===== src/rtl/multdiv_pkg.sv =====
// Shared types and constants for the sequential signed multiply/divide unit.
package multdiv_pkg;

  localparam int unsigned WIDTH = 32;
  localparam int unsigned ITER  = 32;
  localparam int unsigned CNT_W = $clog2(ITER) + 1;
  localparam int unsigned GRP_W = 4;
  localparam logic [WIDTH-1:0] INT_MIN = 32'h8000_0000;

  typedef enum logic [1:0] {
    IDLE = 2'd0,
    MUL  = 2'd1,
    DIV  = 2'd2,
    DONE = 2'd3
  } state_e;

endpackage


===== src/rtl/cla32.sv =====
// 32-bit carry-lookahead adder: 4-bit groups with group generate/propagate
// feeding the inter-group carry chain.
module cla32
  import multdiv_pkg::*;
(
  input  logic [WIDTH-1:0] a,
  input  logic [WIDTH-1:0] b,
  input  logic             cin,
  output logic [WIDTH-1:0] sum,
  output logic             cout
);

  localparam int unsigned GROUPS = WIDTH / GRP_W;

  always_comb begin
    logic [WIDTH-1:0] g;
    logic [WIDTH-1:0] p;
    logic [WIDTH:0]   c;
    logic             gg;
    logic             gp;
    g    = a & b;
    p    = a ^ b;
    c    = '0;
    c[0] = cin;
    for (int k = 0; k < GROUPS; k++) begin
      gg = 1'b0;
      gp = 1'b1;
      for (int i = 0; i < GRP_W; i++) begin
        gg = g[k*GRP_W+i] | (p[k*GRP_W+i] & gg);
        gp = gp & p[k*GRP_W+i];
      end
      for (int i = 0; i < GRP_W - 1; i++) begin
        c[k*GRP_W+i+1] = g[k*GRP_W+i] | (p[k*GRP_W+i] & c[k*GRP_W+i]);
      end
      // group carry-out skips the in-group ripple
      c[(k+1)*GRP_W] = gg | (gp & c[k*GRP_W]);
    end
    sum  = p ^ c[WIDTH-1:0];
    cout = c[WIDTH];
  end

endmodule


===== src/rtl/multdiv_seq.sv =====
// Sequential signed 32x32 multiply (radix-2 Booth) and divide (restoring on
// magnitudes), both iterating over a single shared CLA; fixed 33-cycle latency.
module multdiv_seq #(
  parameter int unsigned WIDTH = multdiv_pkg::WIDTH,
  parameter int unsigned ITER  = multdiv_pkg::ITER
) (
  input  logic             clock,
  input  logic             reset_n,
  input  logic             ctrl_MULT,
  input  logic             ctrl_DIV,
  input  logic [WIDTH-1:0] data_operandA,
  input  logic [WIDTH-1:0] data_operandB,
  output logic [WIDTH-1:0] data_result,
  output logic             data_exception,
  output logic             data_resultRDY,
  output logic             busy
);

  import multdiv_pkg::*;

  state_e state_q, state_d;

  logic [CNT_W-1:0] cnt_q, cnt_d;
  logic [WIDTH-1:0] acc_q, acc_d;
  logic [WIDTH-1:0] q_q, q_d;
  logic [WIDTH-1:0] m_q, m_d;
  logic             qm1_q, qm1_d;
  logic             neg_q, neg_d;
  logic             bz_q, bz_d;
  logic [WIDTH-1:0] res_q, res_d;
  logic             exc_q, exc_d;
  logic             rdy_q, rdy_d;
  logic             busy_q, busy_d;

  logic             start_mul_c, start_div_c, start_c, iter_c;
  logic [WIDTH-1:0] add_a_c, add_b_c, add_s_c;
  logic             add_cin_c, add_cout_c;
  logic             mul_sign_c, mul_ovf_c;
  logic [WIDTH:0]   prod_hi_c;

  assign start_mul_c = ctrl_MULT & ~ctrl_DIV;
  assign start_div_c = ctrl_DIV & ~ctrl_MULT;
  assign start_c     = start_mul_c | start_div_c;
  assign iter_c      = (cnt_q < CNT_W'(ITER));

  // true sign of the 33-bit Booth partial sum, so M = INT_MIN cannot overflow
  assign mul_sign_c = add_a_c[WIDTH-1] ^ add_b_c[WIDTH-1] ^ add_cout_c;
  assign prod_hi_c  = {acc_q, q_q[WIDTH-1]};
  assign mul_ovf_c  = ~((&prod_hi_c) | ~(|prod_hi_c));

  cla32 u_cla (
    .a   (add_a_c),
    .b   (add_b_c),
    .cin (add_cin_c),
    .sum (add_s_c),
    .cout(add_cout_c)
  );

  always_ff @(posedge clock or negedge reset_n) begin
    if (!reset_n) begin
      state_q <= IDLE;
    end else begin
      state_q <= state_d;
    end
  end

  always_comb begin
    state_d = state_q;
    if (start_mul_c) begin
      state_d = MUL;
    end else if (start_div_c) begin
      state_d = DIV;
    end else begin
      case (state_q)
        MUL, DIV: if (!iter_c) state_d = DONE;
        DONE:     state_d = IDLE;
        default:  state_d = state_q;
      endcase
    end
  end

  // Adder operand mux: |A| on start, Booth/restoring step, quotient negate.
  always_comb begin
    add_a_c   = '0;
    add_b_c   = '0;
    add_cin_c = 1'b0;
    if (start_c) begin
      add_b_c   = ~data_operandA;
      add_cin_c = 1'b1;
    end else if (state_q == MUL && iter_c) begin
      add_a_c = acc_q;
      case ({q_q[0], qm1_q})
        2'b01: add_b_c = m_q;
        2'b10: begin
          add_b_c   = ~m_q;
          add_cin_c = 1'b1;
        end
        default: add_b_c = '0;
      endcase
    end else if (state_q == DIV && iter_c) begin
      // R - |B|: add B directly when negative, else add ~B + 1
      add_a_c   = {acc_q[WIDTH-2:0], q_q[WIDTH-1]};
      add_b_c   = m_q[WIDTH-1] ? m_q : ~m_q;
      add_cin_c = ~m_q[WIDTH-1];
    end else if (state_q == DIV) begin
      add_b_c   = ~q_q;
      add_cin_c = 1'b1;
    end
  end

  always_comb begin
    cnt_d  = cnt_q;
    acc_d  = acc_q;
    q_d    = q_q;
    m_d    = m_q;
    qm1_d  = qm1_q;
    neg_d  = neg_q;
    bz_d   = bz_q;
    res_d  = res_q;
    exc_d  = exc_q;
    rdy_d  = (state_d == DONE);
    busy_d = (state_d == MUL) || (state_d == DIV);
    if (start_c) begin
      cnt_d = '0;
      acc_d = '0;
      qm1_d = 1'b0;
      if (start_mul_c) begin
        m_d   = data_operandA;
        q_d   = data_operandB;
        neg_d = 1'b0;
        bz_d  = 1'b0;
      end else begin
        m_d   = data_operandB;
        q_d   = data_operandA[WIDTH-1] ? add_s_c : data_operandA;
        neg_d = data_operandA[WIDTH-1] ^ data_operandB[WIDTH-1];
        bz_d  = (data_operandB == '0);
      end
    end else if (state_q == MUL) begin
      if (iter_c) begin
        acc_d = {mul_sign_c, add_s_c[WIDTH-1:1]};
        q_d   = {add_s_c[0], q_q[WIDTH-1:1]};
        qm1_d = q_q[0];
        cnt_d = cnt_q + CNT_W'(1);
      end else begin
        res_d = q_q;
        exc_d = mul_ovf_c;
      end
    end else if (state_q == DIV) begin
      if (iter_c) begin
        acc_d = add_cout_c ? add_s_c : add_a_c;
        q_d   = {q_q[WIDTH-2:0], add_cout_c};
        cnt_d = cnt_q + CNT_W'(1);
      end else begin
        // only INT_MIN / -1 yields a positive quotient with the top bit set
        res_d = bz_q ? '0 : (neg_q ? add_s_c : q_q);
        exc_d = bz_q | (~neg_q & q_q[WIDTH-1]);
      end
    end
  end

  always_ff @(posedge clock or negedge reset_n) begin
    if (!reset_n) begin
      cnt_q  <= '0;
      acc_q  <= '0;
      q_q    <= '0;
      m_q    <= '0;
      qm1_q  <= 1'b0;
      neg_q  <= 1'b0;
      bz_q   <= 1'b0;
      res_q  <= '0;
      exc_q  <= 1'b0;
      rdy_q  <= 1'b0;
      busy_q <= 1'b0;
    end else begin
      cnt_q  <= cnt_d;
      acc_q  <= acc_d;
      q_q    <= q_d;
      m_q    <= m_d;
      qm1_q  <= qm1_d;
      neg_q  <= neg_d;
      bz_q   <= bz_d;
      res_q  <= res_d;
      exc_q  <= exc_d;
      rdy_q  <= rdy_d;
      busy_q <= busy_d;
    end
  end

  assign data_result    = res_q;
  assign data_exception = exc_q;
  assign data_resultRDY = rdy_q;
  assign busy           = busy_q;

endmodule


===== config.mk =====
export PLATFORM = sky130hd
export DESIGN_NAME = multdiv_seq
export DESIGN_NICKNAME = d
export VERILOG_FILES = /design/src/rtl/multdiv_pkg.sv /design/src/rtl/cla32.sv /design/src/rtl/multdiv_seq.sv
export SDC_FILE = /design/constraint.sdc
export NUM_CORES = 1
export LEC_CHECK = 0
export CAP_MARGIN = 20
export CORE_MARGIN = 4
export CORE_UTILIZATION = 35
export CTS_CLUSTER_SIZE = 14
export DETAILED_ROUTE_END_ITERATION = 10
export DONT_BUFFER_PORTS = 1
export HOLD_SLACK_MARGIN = 0.12
export PLACE_DENSITY = 0.48
export SLEW_MARGIN = 10
export SYNTH_ARGS = -nofsm -noshare
export SYNTH_HDL_FRONTEND = slang
export SYNTH_SLANG_ARGS = --single-unit

===== constraint.sdc =====
create_clock -name clock -period 6.5 [get_ports clock]
set_input_delay 0.975 -clock clock [delete_from_list [all_inputs] [get_ports clock]]
set_output_delay 0.975 -clock clock [all_outputs]
set_load 0.02 [all_outputs]

==> key figures, run 1 <==
Status
  – Result of the run: complete, no violations

Layout
  – Final #Nets: about 1500
  – Most frequent cells in the layout: nand2_1 (237), dfrtp_1 (141), o21ai_0 (122)
  – Antenna diodes: 0
  – Number of fillers in the final layout: 3431
  – Leading cell type in the layout, fill and taps excluded: nand2_1
  – Final cell utilization of the core: around two fifths
  – Layout overhead on the synthesized area: 8.45%
  – Cell Count, Final, Fillers Out: roughly 1800
  – Layout cells sized above 1: roughly 8.6%

Die
  – Floorplan die width: about 190 µm
  – Total Die Area: 0.0361 mm²
  – Starting density of the core: 35.6%
  – Height of the die: about 190 µm
  – Area of the core: around 0.033 mm²
  – Ports: 103
  – Placement Rows: 66

Setup path
  – Critical path type: reg -> reg
  – Crit Reg-Reg Startpoint: state_q[1]$_DFF_PN0_
  – Startpoint Class: flop
  – Cell with the biggest individual delay on the critical path: a2111oi_0
  – WP data arrival: between 6 and 7 ns
  – WP data required: 6.83 ns
  – End of the critical path: data_result[29]$_DFFE_PN0P_
  – Worst r2r path cells: 20
  – Capturing point of the worst reg2reg path: data_result[29]$_DFFE_PN0P_
  – Setup slack, reg-to-reg: 0.52 ns
  – Critical Path Max Stage Delay: 0.76 ns
  – Crit path launch: state_q[1]$_DFF_PN0_
  – List of cells traversed by the critical path: inv_1 -> ha_2 -> inv_1 -> buf_4 -> and4_1 -> buf_4 -> buf_4 -> nand2_1 -> nand2_1 -> ha_1 -> and4_1 -> and2_1 -> a22oi_1 -> nor2_1 -> a2111oi_0 -> fa_1 -> fa_1 -> nand2_1 -> o21ai_0 -> o31ai_1
  – Critical Path Fanout Max: 22
  – Category of the worst setup path capture point: flop

Clock network
  – Number of clock sinks seen by CTS: approximately 140
  – Resize count post-CTS: 0
  – Clock tree from TritonCTS: built
  – H-tree levels: 4
  – Worst skew pair latency: 0.45 ns
  – CTS buffer count: 17
  – Post-cts hold buffer count: 0
  – Clock transition at the registers of the reported paths: around 0.070 ns
  – # Post-CTS Setup Buffers: 0
  – CTS Root Buffer Type: clkbuf_16
  – Max Buffers Root-to-Sink: 2

GRT
  – First-pass GRT wire length: approximately 70 mm
  – Vias in the first global route: between 10000 and 15000
  – Initial antenna violation count: 2
  – Largest net degree at the start of global routing: between 100 and 150
  – Congestion Overflow GR: 0
  – Overall track demand over capacity in global routing: 24.9%

Pwr
  – IR drop worst, VDD: roughly 200 µV
  – Portion of total power attributed to combinational logic: between 40% and 50%
  – Sw Pwr: roughly 2.1 mW
  – Internal power component: between 2 and 2.5 mW
  – Switching share of power: between 40% and 50%
  – Relative contribution of sequential cells to total power: 36.1%
  – PD cells: between 300 and 400 mW/mm²
  – Total power: 4.44 mW
  – Leakage: just over 5 nW
  – Portion of total power attributed to the clock network: around 23%

Synthesis
  – Top cell type's share of synthesized area: between 30 and 40%
  – Number of enable-type register cells in the synthesized netlist: 0
  – Post-synth net total: roughly 1600
  – Count of state elements after synthesis: roughly 140
  – Cell count after synthesis: roughly 1400
  – Top_reg_cell synth: dfrtp_1
  – Synth area leader: dfrtp_1
  – Top post-synthesis cells by area: dfrtp_1 (31%), mux2i_1 (8.1%), nand2_1 (7.7%), o21ai_0 (5.3%), a21oi_1 (4.8%)
  – Distinct cells, synth: between 50 and 60
  – FFs w/ async S/R, synth: 100%
  – Sequential fraction of the synthesis area: 30.6%
  – Warning count from the yosys run: 0
  – Cell Area, Synth: approximately 0.012 mm²
  – Syn Area/Cell: between 8 and 9 µm²

Routing
  – Vias per cell: 5.93
  – Remaining antenna violation count: 0
  – Starting DRT DRC Count: 991
  – Drt drc: 0
  – Routed len/inst: approximately 25 µm
  – Iteration count of the initial detailed-routing pass: 5
  – Routed Wire Length: between 40 and 50 mm
  – Total number of vias: 10900

Place
  – Half-perimeter wire length after detailed placement: between 30 and 40 mm
  – Global placer's final weighted congestion: approximately 0.96
  – Instance count after placement with tap cells included: ~1800
  – IO buf count: 0

Timing
  – Worst slew margin: roughly 28%
  – Worst slew pin tran: about 1.1 ns
  – Max-slew violation count: 0
  – Unrepaired setup endpoints after global routing: false
  – Setup-violating endpoint count in the final report: 0
  – Timing-limited maximum frequency: roughly 0.17 GHz
  – Final-report hold violation count: 0
  – Shortest clock period the worst path allows after layout: around 6 ns
  – Post-route fraction of the period consumed by the critical path: between 90% and 100%
  – Final clock skew: between 0.015 and 0.02 ns
  – Setup TNS: 0 ns

Flow run
  – Max-cap viol count: 0

Hold path
  – Tightest Hold Check Type: in -> async
==> cells by family (layout without fill, tap and decap cells) <==
| family | after synthesis | in the layout | synth area share [%] |
|---|---|---|---|
| AO/OA/AOI/OAI | 436 | 436 | 25.3 |
| XOR/XNOR | 44 | 44 | 3.32 |
| adder cells (fa/ha/maj) | 63 | 63 | 8.34 |
| buffers and inverters | 186 | 133 | 6.55 |
| flip-flops | 142 | 142 | 30.6 |
| multiplexers | 94 | 94 | 8.11 |
| AND/OR/NAND/NOR | 477 | 477 | 17.8 |
==> power groups by stage <==
| stage | Combinational, mW | Clock, mW | Sequential, mW |
|---|---|---|---|
| 2_1_floorplan | 1.29 | 0 | 1.45 |
| 3_3_place_gp | 1.80 | 0 | 1.61 |
| 3_5_place_dp | 1.81 | 0 | 1.61 |
| 4_1_cts | 1.82 | 1.02 | 1.60 |
| 5_1_grt | 2.01 | 1.05 | 1.64 |
| 6_report | 1.83 | 1.01 | 1.60 |
==> synthesized netlist by cell type, drive strengths merged, types with 3 or more instances <==
library cell and n:
a221oi 7, o31ai 19, clkbuf 96, nand3 26, a211oi 52, dfrtp 142
o22ai 19, and2 6, nand4 26, nor3 28, a21oi 112, o211ai 19
nand2 238, mux2i 94, xnor2 24, o21ai 126, a22oi 42, o221ai 23
and4 5, and3 3, xor2 20, a31oi 3, ha 39, nor2 114
inv 64, nor2b 6, fa 24, a21o 3, buf 26, nor4 18
==> routing by layer <==
layer  global-route usage [%]  wire [µm]  share of wire (%)
met2                     39.2      20400                 45
met4                     8.29       1460                3.2
met5                        0         11              0.024
met1                     33.5      19900                 43
met3                     6.51       4030                8.8
==> worst max-delay path, delay by kind of cell (launching register included) <==
| family | cells | cell delay, ns |
|---|---|---|
| simple gates | 7 | 1.15 |
| fa+ha+maj | 4 | 1.29 |
| compound gates | 4 | 1.74 |
| flops | 1 | 0.37 |
| buf+inv | 5 | 1.30 |
==> how the worst min path moves through the flow <==
stage | to | slack (ns) | cells past startpoint
global placement | neg_q$_DFFE_PN0N_ | 0.51 | 2
CTS | data_result[14]$_DFFE_PN0P_ | 0.20 | 0
detailed placement | neg_q$_DFFE_PN0N_ | 0.52 | 2
floorplan | neg_q$_DFFE_PN0N_ | 0.47 | 2
finish | data_result[14]$_DFFE_PN0P_ | 0.23 | 0
global route | data_result[14]$_DFFE_PN0P_ | 0.20 | 0
==> stage by stage <==
| stage | hold slack (ns) | worst slack (ns) | cell area, µm² |
|---|---|---|---|
| 2_1_floorplan | 0.474 | 0.700 | 11600 |
| 3_3_place_gp | 0.510 | 0.648 | 12000 |
| 3_5_place_dp | 0.520 | 0.528 | 12000 |
| 4_1_cts | 0.203 | 0.564 | 12600 |
| 5_1_grt | 0.205 | 0.152 | 12600 |
| 6_report | 0.226 | 0.516 | 12600 |
==> layout make-up <==
class	instances	area [µm²]	area share [%]
Sequential cell	142	3550	28.2
Inverter	64	240	1.91
Clock inverter	14	146	1.16
Tap cell	442	553	4.39
Clock buffer	18	429	3.41
Timing Repair Buffer	37	315	2.50
Multi-Input combinational cell	1114	7350	58.4
==> registers in the layout (all words and copies together), names as in the netlist <==
name and cells:
acc_q 32, busy 1, bz_q 1, cnt_q 6, data_exception 1, data_result 32, data_resultRDY 1, m_q 32
neg_q 1, q_q 32, qm1_q 1, state_q 2
Power figures use the tool's default switching activity.
==> run 2: changes to the inputs <==
--- a/config.mk
+++ b/config.mk
@@ -13,7 +13,7 @@
 export DONT_BUFFER_PORTS = 1
 export HOLD_SLACK_MARGIN = 0.12
 export PLACE_DENSITY = 0.48
-export SLEW_MARGIN = 10
+export SLEW_MARGIN = 20
 export SYNTH_ARGS = -nofsm -noshare
 export SYNTH_HDL_FRONTEND = slang
 export SYNTH_SLANG_ARGS = --single-unit
==> results of run 2 <==
No change in the layout: final DEF, timing and power equal those of run 1.
